--- config.mk ---
export PLATFORM = sky130hd
export DESIGN_NAME = stepper_phase_decoder
export DESIGN_NICKNAME = d
export VERILOG_FILES = /design/src/rtl/stepper_pkg.sv /design/src/rtl/stepper_pattern_filter.sv /design/src/rtl/stepper_phase_decoder.sv
export SDC_FILE = /design/constraint.sdc
export NUM_CORES = 1
export LEC_CHECK = 0
export BUFFER_PORTS_ARGS = -buffer_cell sky130_fd_sc_hd__buf_2
export CORE_MARGIN = 5
export CORE_UTILIZATION = 40
export CTS_BUF_LIST = sky130_fd_sc_hd__clkbuf_16
export DETAILED_ROUTE_END_ITERATION = 12
export PLACE_DENSITY = 0.69
export SETUP_SLACK_MARGIN = 0.5
export SLEW_MARGIN = 5
export SYNTH_ARGS = -nofsm -noshare
export SYNTH_HDL_FRONTEND = slang
export SYNTH_HIERARCHICAL = 1
export SYNTH_SLANG_ARGS = --single-unit
--- constraint.sdc ---
create_clock -name clk -period 4.1 [get_ports clk]
set_input_delay 0.82 -clock clk [delete_from_list [all_inputs] [get_ports clk]]
set_output_delay 0.82 -clock clk [all_outputs]
set_load 0.05 [all_outputs]
--- src/rtl/stepper_pkg.sv ---
// Shared phase definitions for the stepper drive and decoder: phase codes,
// coil patterns and the neighbour relations of the full-step sequence.
package stepper_pkg;

  typedef enum logic [2:0] {
    PH_DIS   = 3'b000,
    PH_AB    = 3'b001,
    PH_BC    = 3'b011,
    PH_CD    = 3'b010,
    PH_DA    = 3'b110,
    PH_FAULT = 3'b111
  } phase_e;

  // Coil patterns as {A,B,C,D}
  localparam logic [3:0] PAT_DIS = 4'b0000;
  localparam logic [3:0] PAT_AB  = 4'b1100;
  localparam logic [3:0] PAT_BC  = 4'b0110;
  localparam logic [3:0] PAT_CD  = 4'b0011;
  localparam logic [3:0] PAT_DA  = 4'b1001;

  localparam logic [9:0] STEPS_MAX = 10'd1023;

  // Any pattern that is not disabled or a legal pair decodes to FAULT.
  function automatic phase_e pat_to_phase(input logic [3:0] pat);
    phase_e ph;
    case (pat)
      PAT_DIS: ph = PH_DIS;
      PAT_AB:  ph = PH_AB;
      PAT_BC:  ph = PH_BC;
      PAT_CD:  ph = PH_CD;
      PAT_DA:  ph = PH_DA;
      default: ph = PH_FAULT;
    endcase
    return ph;
  endfunction

  function automatic phase_e phase_fwd(input phase_e ph);
    phase_e nxt;
    case (ph)
      PH_AB:   nxt = PH_BC;
      PH_BC:   nxt = PH_CD;
      PH_CD:   nxt = PH_DA;
      PH_DA:   nxt = PH_AB;
      default: nxt = ph;
    endcase
    return nxt;
  endfunction

  function automatic phase_e phase_bwd(input phase_e ph);
    phase_e nxt;
    case (ph)
      PH_AB:   nxt = PH_DA;
      PH_BC:   nxt = PH_AB;
      PH_CD:   nxt = PH_BC;
      PH_DA:   nxt = PH_CD;
      default: nxt = ph;
    endcase
    return nxt;
  endfunction

endpackage

--- src/rtl/stepper_pattern_filter.sv ---
// Registers the coil pattern every cycle and strobes o_accept once a pattern
// has been held for STABLE_CYCLES consecutive samples.
module stepper_pattern_filter #(
  parameter int STABLE_CYCLES = 4
) (
  input  logic       clk,
  input  logic       rst,
  input  logic [3:0] i_pat,
  output logic [3:0] o_pat,
  output logic       o_accept
);

  localparam logic [3:0] LP_LOAD = 4'(STABLE_CYCLES);

  logic [3:0] r_pat;
  logic [3:0] r_cnt;

  // Down-counter reloads on every change; terminal count 1 fires exactly once
  // per stable run, then the counter parks at zero until the pattern changes.
  always_ff @(posedge clk) begin
    if (rst) begin
      r_pat <= '0;
      r_cnt <= '0;
    end else begin
      r_pat <= i_pat;
      if (i_pat != r_pat) begin
        r_cnt <= LP_LOAD;
      end else if (r_cnt != 4'd0) begin
        r_cnt <= r_cnt - 4'd1;
      end
    end
  end

  assign o_pat    = r_pat;
  assign o_accept = (r_cnt == 4'd1);

endmodule

--- src/rtl/stepper_phase_decoder.sv ---
// Decodes four coil duty inputs into a full-step phase, tracks direction,
// signed position, a step count against a loaded target, and a sticky fault.
//
// state    | meaning
// PH_DIS   | all coils off, no phase held
// PH_AB    | coils A+B energised
// PH_BC    | coils B+C energised
// PH_CD    | coils C+D energised
// PH_DA    | coils D+A energised
// PH_FAULT | illegal sequence seen, waits for clr_fault
module stepper_phase_decoder #(
  parameter logic [7:0] THRESH        = 8'd1,
  parameter int         STABLE_CYCLES = 4
) (
  input  logic        clk,
  input  logic        rst,
  input  logic [7:0]  inA,
  input  logic [7:0]  inB,
  input  logic [7:0]  inC,
  input  logic [7:0]  inD,
  input  logic        en,
  input  logic [9:0]  i_Cycles,
  input  logic        clr_fault,
  output logic [2:0]  o_state,
  output logic        o_dir,
  output logic        o_step,
  output logic [15:0] o_position,
  output logic [9:0]  o_steps,
  output logic        o_done,
  output logic        o_fault
);

  import stepper_pkg::*;

  logic [3:0] w_pat;
  logic [3:0] w_filt_pat;
  logic       w_accept;
  phase_e     w_acc_ph;
  phase_e     w_state_nxt;
  logic       w_step_nxt;
  logic       w_dir_nxt;

  phase_e      r_state;
  logic        r_dir;
  logic        r_step;
  logic [15:0] r_pos;
  logic [9:0]  r_steps;
  logic [9:0]  r_target;

  assign w_pat = {inA >= THRESH, inB >= THRESH, inC >= THRESH, inD >= THRESH};

  stepper_pattern_filter #(
    .STABLE_CYCLES(STABLE_CYCLES)
  ) u_filter (
    .clk      (clk),
    .rst      (rst),
    .i_pat    (w_pat),
    .o_pat    (w_filt_pat),
    .o_accept (w_accept)
  );

  assign w_acc_ph = pat_to_phase(w_filt_pat);

  // A fault-causing acceptance that coincides with clr_fault lands in DIS;
  // the filter will not re-strobe until a fresh stable run.
  always_comb begin
    w_state_nxt = r_state;
    w_step_nxt  = 1'b0;
    w_dir_nxt   = r_dir;
    if (r_state == PH_FAULT) begin
      if (clr_fault) begin
        w_state_nxt = PH_DIS;
      end
    end else if (w_accept && (w_acc_ph != r_state)) begin
      if (w_acc_ph == PH_FAULT) begin
        w_state_nxt = clr_fault ? PH_DIS : PH_FAULT;
      end else if ((w_acc_ph == PH_DIS) || (r_state == PH_DIS)) begin
        w_state_nxt = w_acc_ph;
      end else if (w_acc_ph == phase_fwd(r_state)) begin
        w_state_nxt = w_acc_ph;
        w_step_nxt  = 1'b1;
        w_dir_nxt   = 1'b1;
      end else if (w_acc_ph == phase_bwd(r_state)) begin
        w_state_nxt = w_acc_ph;
        w_step_nxt  = 1'b1;
        w_dir_nxt   = 1'b0;
      end else begin
        w_state_nxt = clr_fault ? PH_DIS : PH_FAULT;
      end
    end
  end

  always_ff @(posedge clk) begin
    if (rst) begin
      r_state  <= PH_DIS;
      r_dir    <= 1'b0;
      r_step   <= 1'b0;
      r_pos    <= '0;
      r_steps  <= '0;
      r_target <= '0;
    end else begin
      r_state <= w_state_nxt;
      r_dir   <= w_dir_nxt;
      r_step  <= w_step_nxt;
      if (w_step_nxt) begin
        r_pos <= w_dir_nxt ? (r_pos + 16'd1) : (r_pos - 16'd1);
      end
      if (en) begin
        r_target <= i_Cycles;
        r_steps  <= '0;
      end else if (w_step_nxt && (r_steps != STEPS_MAX)) begin
        r_steps <= r_steps + 10'd1;
      end
    end
  end

  assign o_state    = r_state;
  assign o_dir      = r_dir;
  assign o_step     = r_step;
  assign o_position = r_pos;
  assign o_steps    = r_steps;
  assign o_done     = (r_steps == r_target);
  assign o_fault    = (r_state == PH_FAULT);

endmodule

==> results.md, run 1 <==
- Routed WL: 8.59 mm
- Clk pin slew, worst setup/hold paths: 70 ps
- Worst hold-check path type: reg -> reg
- Power Density: 269 nW/um2
- Setup TNS: 0 ps
- Minimum clock period after layout: 3370 ps
- Crit path capture type: flip-flop
- Hold_buf cts: 0
- Worst skew pair latency: 300 ps
- Layout fillers: 837
- Full die area: 10200 um2
- RSZ-0062 raised after global routing: false
- Peak supply drop: 0.179 mV
- Commonest non-fill, non-tap cell in the layout: buf_2
- RR Endpoint: o_position[14]
- Final Skew: 11.5 ps
- Worst hold path depth: 2
- Via count: 3204
- Detailed Route Iter0 Violations: 194
- Largest area contributor in the netlist: dfxtp_1
- # diodes: 0
- Max-slew violations: 0
- TritonCTS buffer count: 5
- DR WL/cell: 14.8 um
- Synth async-reset ratio: 0%
- Avg Inst Size Synth: 8.27 um2
- Reg2Reg Depth: 13
- Status: finished clean
- Top post-synthesis cells by area: dfxtp_1 30%, xnor2_1 5.3%, nor2_1 4.9%
- Pin count of the biggest net entering global routing: 47
- Min-delay src: r_target[8]
- Fraction of layout cells with a size suffix above 1: 28.4%
- Slew headroom: 36.4%
- Crit path max fanout: 11
- Most frequent cells in the layout: 78 x buf_2, 43 x nor2_1, 42 x dfxtp_1
- Drt via density: 5.51
- # setup viols final: 0
- DRT Pass-1 Iters: 4
- Synth unique cells: 68
- FMAX: 297 MHz
- Nets@finish: 526
- Post-synth EDFFs: 0
- Port-buffer cells: 78
- Yosys warns: 6
- Slew @ Worst Pin: 939 ps
- Final Hold Fails: 0
- Drt drc: 0
- Root buf cell: clkbuf_16
- Synth Cell Area: 3320 um2
- Sequential area share after synthesis: 29.5%
- WS Path Type: reg -> reg
- Lkg Pwr: 1.61 nW
- Startpoint types: flip-flop
- Grt total ovfl: 0
- Max-cap viol count: 0
- Gr usage total: 17.1%
- TritonCTS Sinks: 49
- Chip Width: 101 um
- Synth Instances: 402
- GP Congestion: 0.868
- Syn nets: 453
- DPL Wire Length: 6.30 mm
- Crit path DAT: 3560 ps
- Yosys top cell area share: 29.5%
- Placed Cells incl. Taps: 570
- Post-Layout Cell Count: 581
- Part of the cycle the worst path needs: 82.2%
- First-pass GRT wire length: 14.6 mm
- Rows: 33
- Die Y: 101 um
- Number of global-route vias before repair: 3061
- R2R setup slack: 730 ps
- R2r startpoint: u_filter/o_pat[0]
- Synth-to-Final Area Change: 21.6%
- Initial Util: 40.6%
- Worst EP required: 4290 ps
- H-tree depth: 2
- CTS tree: built
- FF+latch count, synth: 49
- Final ANT Viol Nets: 0
- Most used DFF post-synth: dfxtp_1
- Hold endpoint: r_target[8]
- IO Pins: 79
- Core box area: 8180 um2
- CTS max path bufs: 2
- Initial antenna violation count: 0
## what timing repair did
action | CTS | global route
setup buffers | 0 | 3
pin swaps | 0 | 3
setup endpoints to repair | 4 | 4
gates resized for setup | 4 | 7
## where the power goes
part | leakage [nW] | switching (mW) | internal [mW]
combinational | 1.12 | 0.0511 | 0.0489
clock | 0.0848 | 0.196 | 0.293
sequential | 0.401 | 0.0142 | 0.484
total | 1.61 | 0.261 | 0.826
## state kept, by name, summed over array words and instances, names as in the netlist
register	count
o_dir	1
o_position	16
o_state	3
o_step	1
o_steps	10
r_target	10
u_filter/o_pat	4
u_filter/r_cnt	4
## worst max path at each step
stage	start	endpoint	slack, ps
2_1_floorplan	o_state[2]	o_position[14]	590
3_3_place_gp	u_filter/o_pat[2]	o_position[14]	510
5_1_grt	u_filter/o_pat[3]	o_position[14]	510
3_5_place_dp	u_filter/o_pat[1]	o_position[14]	340
4_1_cts	u_filter/o_pat[0]	o_position[14]	600
6_report	u_filter/o_pat[0]	o_position[14]	730
## routing by layer
metal,GRT usage (%),vias up,part of all wire (%)
met5,0,-,0
met4,3.89,0,0.66
met3,3.44,7,5.1
met2,28.1,78,48
met1,23.2,1494,46
li1,-,1625,-
## layout make-up
cell class	instances	area [um2]	share of cell area, %
clock buffer	5	125	3.10
sequential	49	995	24.6
timing repair buffer	90	480	11.9
inverter	15	60.1	1.49
tap	105	131	3.25
clock inverter	3	47.5	1.18
multi-input combinational	314	2200	54.5
## worst max-delay path, cell delays in order, from the launching register on
cell and delay (ps):
dfxtp_2 400, buf_4 220, and3b_1 190, o211ai_1 320, a32oi_4 150, a21bo_1 220
nand2_1 150, xnor2_1 90, ha_1 260, nor4_2 320, or4b_1 490, nor4_2 200
nor3_1 80, o21ba_1 190
## through the flow
step	utilization (%)	area, um2	power, mW	hold slack (ps)	setup slack [ps]
3_3_place_gp	46.6	3810	0.607	492	514
2_1_floorplan	-	3340	0.576	481	588
3_5_place_dp	46.6	3810	0.610	505	345
6_report	49.4	4040	1.09	520	730
5_1_grt	49.4	4040	1.13	556	508
4_1_cts	48.9	4000	1.10	523	596
## logic make-up (layout without fill, tap and decap cells)
family / Yosys count / in the layout / synth area share (%)
fa+ha+maj: 5 / 5 / 1.88
simple gates: 189 / 189 / 32.0
mux: 22 / 22 / 6.89
buf+inv: 39 / 113 / 5.16
flops: 49 / 49 / 29.5
xor+xnor: 28 / 28 / 7.38
compound gates: 70 / 70 / 17.2
## synthesized netlist by cell type, drive strengths merged, types with 3 or more instances
| cell type | count |
|---|---|
| nor3b | 6 |
| mux2 | 7 |
| a21oi | 11 |
| xor2 | 8 |
| xnor2 | 20 |
| o2111ai | 3 |
| ha | 5 |
| or3 | 9 |
| clkbuf | 10 |
| nand4 | 6 |
| nor2 | 43 |
| mux2i | 15 |
| o311ai | 5 |
| a211oi | 7 |
| or4 | 4 |
| nor2b | 11 |
| and3 | 6 |
| nor4 | 23 |
| nand2b | 3 |
| o21ai | 13 |
| a2111oi | 5 |
| nand3 | 15 |
| buf | 14 |
| nor3 | 30 |
| nand2 | 21 |
| dfxtp | 49 |
| o21a | 8 |
| inv | 15 |
Power figures use the tool's default switching activity.
==> run 2: changes to the inputs <==
--- a/config.mk
+++ b/config.mk
@@ -10,7 +10,7 @@
 export CORE_UTILIZATION = 40
 export CTS_BUF_LIST = sky130_fd_sc_hd__clkbuf_16
 export DETAILED_ROUTE_END_ITERATION = 12
-export PLACE_DENSITY = 0.69
+export PLACE_DENSITY = 0.72
 export SETUP_SLACK_MARGIN = 0.5
 export SLEW_MARGIN = 5
 export SYNTH_ARGS = -nofsm -noshare
==> constraint.sdc (replaced) <==
create_clock -name clk -period 2.8 [get_ports clk]
set_input_delay 0.56 -clock clk [delete_from_list [all_inputs] [get_ports clk]]
set_output_delay 0.56 -clock clk [all_outputs]
set_load 0.05 [all_outputs]
==> run 2 against run 1 <==
The flow now finishes with violations (setup timing); clock-buffer cell count is the same; combinational power is 120% higher; register-to-register slack lost 1100 ps; clock skew down 2.5 ps; cell area rose by 33%; fmax is 5.6% higher; first-iteration DRC count grew 85%; via count is 19% higher; critical path type unchanged; critical endpoint unchanged; highest routed layer unchanged.
==> results.md, run 2 (synthesis gave the netlist of run 1 again) <==
- Via count: 3819 (was 3204)
- Design Power: 1.56 mW (was 1.09 mW)
- Final Util: 65.7% (was 49.4%)
- Crit path DAT: 3380 ps (was 3560 ps)
- Placed cell areas: 4310 um2 (was 3810 um2)
- Final Skew: 8.99 ps (was 11.5 ps)
- Worst skew pair latency: 290 ps (was 300 ps)
- Max FFs per register: 16 (unchanged)
- Status: finished, violations left (was finished clean)
- Slew @ Worst Pin: 712 ps (was 939 ps)
- Max-slew violations: 0 (unchanged)
- Lkg Pwr: 2.17 nW (was 1.61 nW)
- Synth-to-Final Area Change: 61.7% (was 21.6%)
- FMAX: 313 MHz (was 297 MHz)
- Worst hold-check path type: in -> reg (was reg -> reg)
- Pin count of the biggest net entering global routing: 36 (was 47)
- Placed Cells incl. Taps: 613 (was 570)
- Grt total ovfl: 0 (unchanged)
- Chip Width: 101 um (unchanged)
- # diodes: 0 (unchanged)
- Reg2Reg Depth: 15 (was 13)
- H-tree depth: 2 (unchanged)
- Worst EP required: 2980 ps (was 4290 ps)
- # setup viols final: 7 (was 0)
- Detailed Route Iter0 Violations: 358 (was 194)
- Worst setup path endpoint: o_position[14] (unchanged)
- Final hold slack: 502 ps (was 520 ps)
- Gr usage total: 21.3% (was 17.1%)
- GP Congestion: 0.864 (was 0.868)
- Most frequent cells in the layout: 79 x buf_2, 57 x buf_4, 41 x nor2_1, 41 x dfxtp_1, 27 x buf_6 (was 78 x buf_2, 43 x nor2_1, 42 x dfxtp_1)
- Minimum clock period after layout: 3190 ps (was 3370 ps)
- WS Path Type: reg -> reg (unchanged)
- TritonCTS buffer count: 5 (unchanged)
- Max-cap viol count: 0 (unchanged)
- IO Pins: 79 (unchanged)
- Failing checks: setup timing
- Rows: 33 (unchanged)
- Initial Util: 40.6% (unchanged)
- DR WL/cell: 18.1 um (was 14.8 um)
- Fraction of layout cells with a size suffix above 1: 50.4% (was 28.4%)
- CTS tree: built (unchanged)
- Die Y: 101 um (unchanged)
- Port-buffer cells: 78 (unchanged)
- Nets@finish: 606 (was 526)
- First-pass GRT wire length: 17.9 mm (was 14.6 mm)
- Core box area: 8180 um2 (unchanged)
- R2r startpoint: u_filter/o_pat[0] (unchanged)
- Drt via density: 5.78 (was 5.51)
- R2R setup slack: -390 ps (was 730 ps)
- Drt drc: 0 (unchanged)
- Final WS setup: -392 ps (was 730 ps)
- DPL Wire Length: 6.97 mm (was 6.30 mm)
- Slew headroom: 52.4% (was 36.4%)
- Startpoint types: flip-flop (unchanged)
- CTS max path bufs: 2 (unchanged)
- Root buf cell: clkbuf_16 (unchanged)
- Part of the cycle the worst path needs: 114% (was 82.2%)
- DRT Pass-1 Iters: 7 (was 4)
- Initial antenna violation count: 0 (unchanged)
- Min-delay src: i_Cycles[8] (was r_target[8])
- Number of global-route vias before repair: 3764 (was 3061)
- Commonest non-fill, non-tap cell in the layout: buf_2 (unchanged)
- RSZ-0062 raised after global routing: true (was false)
- CP Launch Point: u_filter/o_pat[0] (unchanged)
- RR Endpoint: o_position[14] (unchanged)
- Power Density: 291 nW/um2 (was 269 nW/um2)
- Crit path max fanout: 6 (was 11)
- Final ANT Viol Nets: 0 (unchanged)
- Routed WL: 12.0 mm (was 8.59 mm)
- Crit path capture type: flip-flop (unchanged)
- Post-Layout Cell Count: 661 (was 581)
- Final Cell Area: 5380 um2 (was 4040 um2)
- Peak supply drop: 0.233 mV (was 0.179 mV)
- Final Hold Fails: 0 (unchanged)
- Clk pin slew, worst setup/hold paths: 70 ps (about the same)
- TritonCTS Sinks: 49 (unchanged)
- Full die area: 10200 um2 (unchanged)
[run 2: cell count changes in the layout (fill, tap and decap cells not counted), sizes merged]
cell / previous run / this run
clkinv: 0 / 1
inv: 16 / 15
bufinv: 1 / 0
or3: 9 / 10
clkinvlp: 1 / 2
buf: 90 / 169
[run 2: timing repair]
item | in CTS | in global routing
setup endpoints to repair | 27 | 30
gates resized for setup | 80 | 52
setup buffers | 26 | 12
pin swaps | 30 | 20
hold buffers | 0 | 0
cloned | 2 | 0
[run 2: through the flow]
step                      worst slack (ps)  setup TNS (ps)
after floorplan                       -364           -1310
after global placement                -214            -923
after detailed placement              -374           -1760
after CTS                             -250            -565
after global routing                  -538           -2240
final                                 -392           -1150
[run 2: worst min-delay path by stage]
stage | endpoint | cells past startpoint
after global routing | r_target[3] | 3
after floorplan | r_target[8] | 2
after detailed placement | r_target[6] | 2
after CTS | r_target[9] | 3
after global placement | r_target[9] | 2
final | r_target[8] | 3
[run 2: final cells by class]
| cell class | instances | area [um2] |
|---|---|---|
| fillers | 594 | 2800 |
| repair buffers | 169 | 1230 |
| well taps | 105 | 131 |
| clock buffers | 5 | 125 |
| flip-flops and latches | 49 | 1010 |
| inverters | 15 | 60.1 |
| multi-input cells | 315 | 2800 |
| clock inverters | 3 | 20.0 |
[run 2: routing by layer]
layer / up-vias / GRT usage (%) / part of all wire, %
met5: - / 0 / 0
met4: 0 / 6.34 / 0.63
met3: 12 / 3.86 / 6.6
met2: 161 / 37.0 / 53
met1: 1855 / 26.9 / 40
li1: 1791 / - / -
[run 2: worst max-delay path, cell delays in order (launching register included)]
cell       delay (ps)
dfxtp_4           410
buf_6             140
and3b_1           170
o211ai_1          250
a32oi_4           150
a21bo_2           270
nand2_4            70
xnor2_2           130
ha_4              180
buf_6             100
and3_4            190
buf_6             100
nand2b_1           60
a2111oi_1         580
nor3_2             90
o21ba_1           200
[run 2: power by group]
group	internal (mW)	switching, mW	leakage, nW	total (mW)
clock network	0.332	0.285	0.0679	0.617
registers	0.706	0.0171	0.403	0.723
logic	0.111	0.111	1.70	0.222
total	1.15	0.414	2.17	1.56
==> run 3: changes to the inputs <==
--- a/config.mk
+++ b/config.mk
@@ -10,7 +10,7 @@
 export CORE_UTILIZATION = 40
 export CTS_BUF_LIST = sky130_fd_sc_hd__clkbuf_16
 export DETAILED_ROUTE_END_ITERATION = 12
-export PLACE_DENSITY = 0.72
+export PLACE_DENSITY = 0.69
 export SETUP_SLACK_MARGIN = 0.5
 export SLEW_MARGIN = 5
 export SYNTH_ARGS = -nofsm -noshare
==> constraint.sdc (replaced) <==
create_clock -name clk -period 3 [get_ports clk]
set_input_delay 0.6 -clock clk [delete_from_list [all_inputs] [get_ports clk]]
set_output_delay 0.6 -clock clk [all_outputs]
set_load 0.05 [all_outputs]
==> run 3 against run 2 <==
The run now ends clean; non-clock buffer count down 28; register-to-register slack improved by 420 ps; global-route usage is 3.2 points lower; total power shrank 8.5%; critical path type unchanged; hold slack improved by 4.1 ps; fmax increased by 7.5%.
==> results.md, run 3 (synthesis gave the netlist of run 1 again) <==
- Status: finished clean (was finished, violations left)
- DPL Wire Length: 6.86 mm (was 6.97 mm)
- Clk pwr share: 40.0% (was 39.5%)
- Root buf cell: clkbuf_16 (unchanged)
- Final Skew: 3.64 ps (was 8.99 ps)
- Crit path DAT: 3150 ps (was 3380 ps)
- CTS tree: built (unchanged)
- Slew @ Worst Pin: 697 ps (was 712 ps)
- Initial Util: 40.6% (unchanged)
- Net Sw Frac: 26.0% (was 26.5%)
- Worst skew pair latency: 290 ps (about the same)
- WS Path Type: reg -> reg (unchanged)
- RSZ-0062 raised after global routing: true (unchanged)
- H-tree depth: 2 (unchanged)
- Combinational Power Share: 12.8% (was 14.2%)
- Die Y: 101 um (unchanged)
- Slew headroom: 53.5% (was 52.4%)
- Number of global-route vias before repair: 3333 (was 3764)
- Worst hold-check path type: reg -> reg (was in -> reg)
- DRT Pass-1 Iters: 4 (was 7)
- Port-buffer cells: 78 (unchanged)
- Grt total ovfl: 0 (unchanged)
- Final Hold Fails: 0 (unchanged)
- Most frequent cells in the layout: 78 x buf_2, 54 x buf_4, 42 x nor2_1, 42 x dfxtp_1, 26 x nor3_1 (was 79 x buf_2, 57 x buf_4, 41 x nor2_1, 41 x dfxtp_1, 27 x buf_6)
- Synth-to-Final Area Change: 45.3% (was 61.7%)
- CTS max path bufs: 2 (unchanged)
- Via count: 3557 (was 3819)
- Max FFs per register: 16 (unchanged)
- Top layer used by detailed routing: met4 (unchanged)
- M1 WL: 4.43 mm (was 4.80 mm)
- Routed WL: 10.2 mm (was 12.0 mm)
- Cell internal pwr: 1.06 mW (was 1.15 mW)
- Startpoint types: flip-flop (unchanged)
- Detailed Route Iter0 Violations: 131 (was 358)
- CP cell instances: buf_4 > nor3b_4 > a41oi_2 > a32oi_4 > a21bo_1 > nand2_4 > xnor2_2 > ha_4 > nor4_4 > or4b_4 > nor4_4 > nor3_1 > o21ba_1 (was buf_6 > and3b_1 > o211ai_1 > a32oi_4 > a21bo_2 > nand2_4 > xnor2_2 > ha_4 > buf_6 > and3_4 > buf_6 > nand2b_1 > a2111oi_1 > nor3_2 > o21ba_1)
- Delay of the slowest critical-path stage: 510 ps (was 580 ps)
- Drt via density: 5.62 (was 5.78)
- Crit path capture type: flip-flop (unchanged)
- Fraction of layout cells with a size suffix above 1: 42.6% (was 50.4%)
- Switching power: 0.372 mW (was 0.414 mW)
- Power Density: 296 nW/um2 (was 291 nW/um2)
- # setup viols final: 0 (was 7)
- Gr usage total: 18.1% (was 21.3%)
- Part of the cycle the worst path needs: 99.0% (was 114%)
- Peak supply drop: 0.268 mV (was 0.233 mV)
- Setup TNS: 0 ps (was -1150 ps)
- Pin count of the biggest net entering global routing: 37 (was 36)
- # diodes: 0 (unchanged)
- Met3 routed WL: 537 um (was 785 um)
- Crit path max fanout: 6 (unchanged)
- Final WS setup: 31.3 ps (was -392 ps)
- Drt drc: 0 (unchanged)
- TritonCTS buffer count: 5 (unchanged)
- Clk pin slew, worst setup/hold paths: 70 ps (about the same)
- Worst path most repeated cell: nor4_4 (was buf_6)
- Commonest non-fill, non-tap cell in the layout: buf_2 (unchanged)
- DR WL/cell: 16.2 um (was 18.1 um)
- Rows: 33 (unchanged)
- Final hold slack: 506 ps (was 502 ps)
- Final ANT Viol Nets: 0 (unchanged)
- Minimum clock period after layout: 2970 ps (was 3190 ps)
- Lkg Pwr: 1.92 nW (was 2.17 nW)
- Worst EP required: 3180 ps (was 2980 ps)
- Seq pwr share: 47.2% (was 46.3%)
- Initial antenna violation count: 0 (unchanged)
- Max-cap viol count: 0 (unchanged)
- Chip Width: 101 um (unchanged)
- IO Pins: 79 (unchanged)
- First-pass GRT wire length: 15.5 mm (was 17.9 mm)
- GP Congestion: 0.850 (was 0.864)
- Nets@finish: 578 (was 606)
- FMAX: 337 MHz (was 313 MHz)
- Pre-CTS setup slack: -44.6 ps (was -374 ps)
- Core box area: 8180 um2 (unchanged)
- Max-slew violations: 0 (unchanged)
- Full die area: 10200 um2 (unchanged)
- Cell at the slowest stage of the critical path: or4b_4 (was a2111oi_1)
- TritonCTS Sinks: 49 (unchanged)
- Met2 wire length: 5.12 mm (was 6.31 mm)
==> run 3: cell count changes in the layout (fill, tap and decap cells not counted), moves of 3 or more <==
cell,before,now
or3_4,4,1
nor3_1,20,26
nor3_4,5,1
buf_6,27,6
o311ai_4,5,2
o21ai_2,4,1
buf_4,57,54
==> run 3: repair_timing <==
item                       4_1_cts  5_1_grt
pin swaps                        5       15
setup endpoints to repair       18       23
hold buffers                     0        0
resized for setup               19       43
setup buffers                    6       21
gates cloned                     0        1
==> run 3: worst paths after layout <==
kind / start / to / slack (ps) / depth (start not counted)
max: u_filter/o_pat[2] / o_position[14] / 30 / 13
min: o_state[1] / o_state[1] / 510 / 2
max reg2reg: u_filter/o_pat[2] / o_position[14] / 30 / 13
min reg2reg: o_state[1] / o_state[1] / 510 / 2
==> run 3: power groups by stage <==
stage	logic (mW)	registers (mW)	clock network (mW)
after floorplan	0.109	0.683	0
after global placement	0.160	0.690	0
after detailed placement	0.165	0.691	0
after CTS	0.169	0.676	0.577
after global routing	0.199	0.677	0.602
final	0.183	0.675	0.572
==> run 3: metrics by stage <==
stage                     power, mW  utilization, %  instances  cell area, um2
after floorplan               0.792               -        402            3500
after global placement        0.850            50.9        597            4160
after detailed placement      0.855            50.9        597            4160
after CTS                      1.42            54.3        611            4440
after global routing           1.48            59.1        633            4830
final                          1.43            59.1        633            4830
==> run 3: layout make-up <==
| cell class | count | area [um2] |
|---|---|---|
| clock buffer | 5 | 125 |
| tap | 105 | 131 |
| fill | 704 | 3350 |
| multi-input combinational | 315 | 2570 |
| clock inverter | 3 | 20.0 |
| sequential | 49 | 1010 |
| timing repair buffer | 141 | 918 |
| inverter | 15 | 60.1 |
==> run 3: routing by layer <==
layer	vias up	GRT usage, %
li1	1731	-
met1	1702	23.4
met2	108	30.9
met3	16	3.44
met4	0	4.60
met5	-	0
==> run 3: critical path: cells and delay by family (launching register included) <==
| kind | cells | cell delay [ps] |
|---|---|---|
| AOI/OAI and AO/OA | 4 | 820 |
| and+or+nand+nor | 6 | 1190 |
| xor gates and xnor gates | 1 | 140 |
| DFF | 1 | 370 |
| adders and majority gates | 1 | 200 |
| buffers and inverters | 1 | 150 |
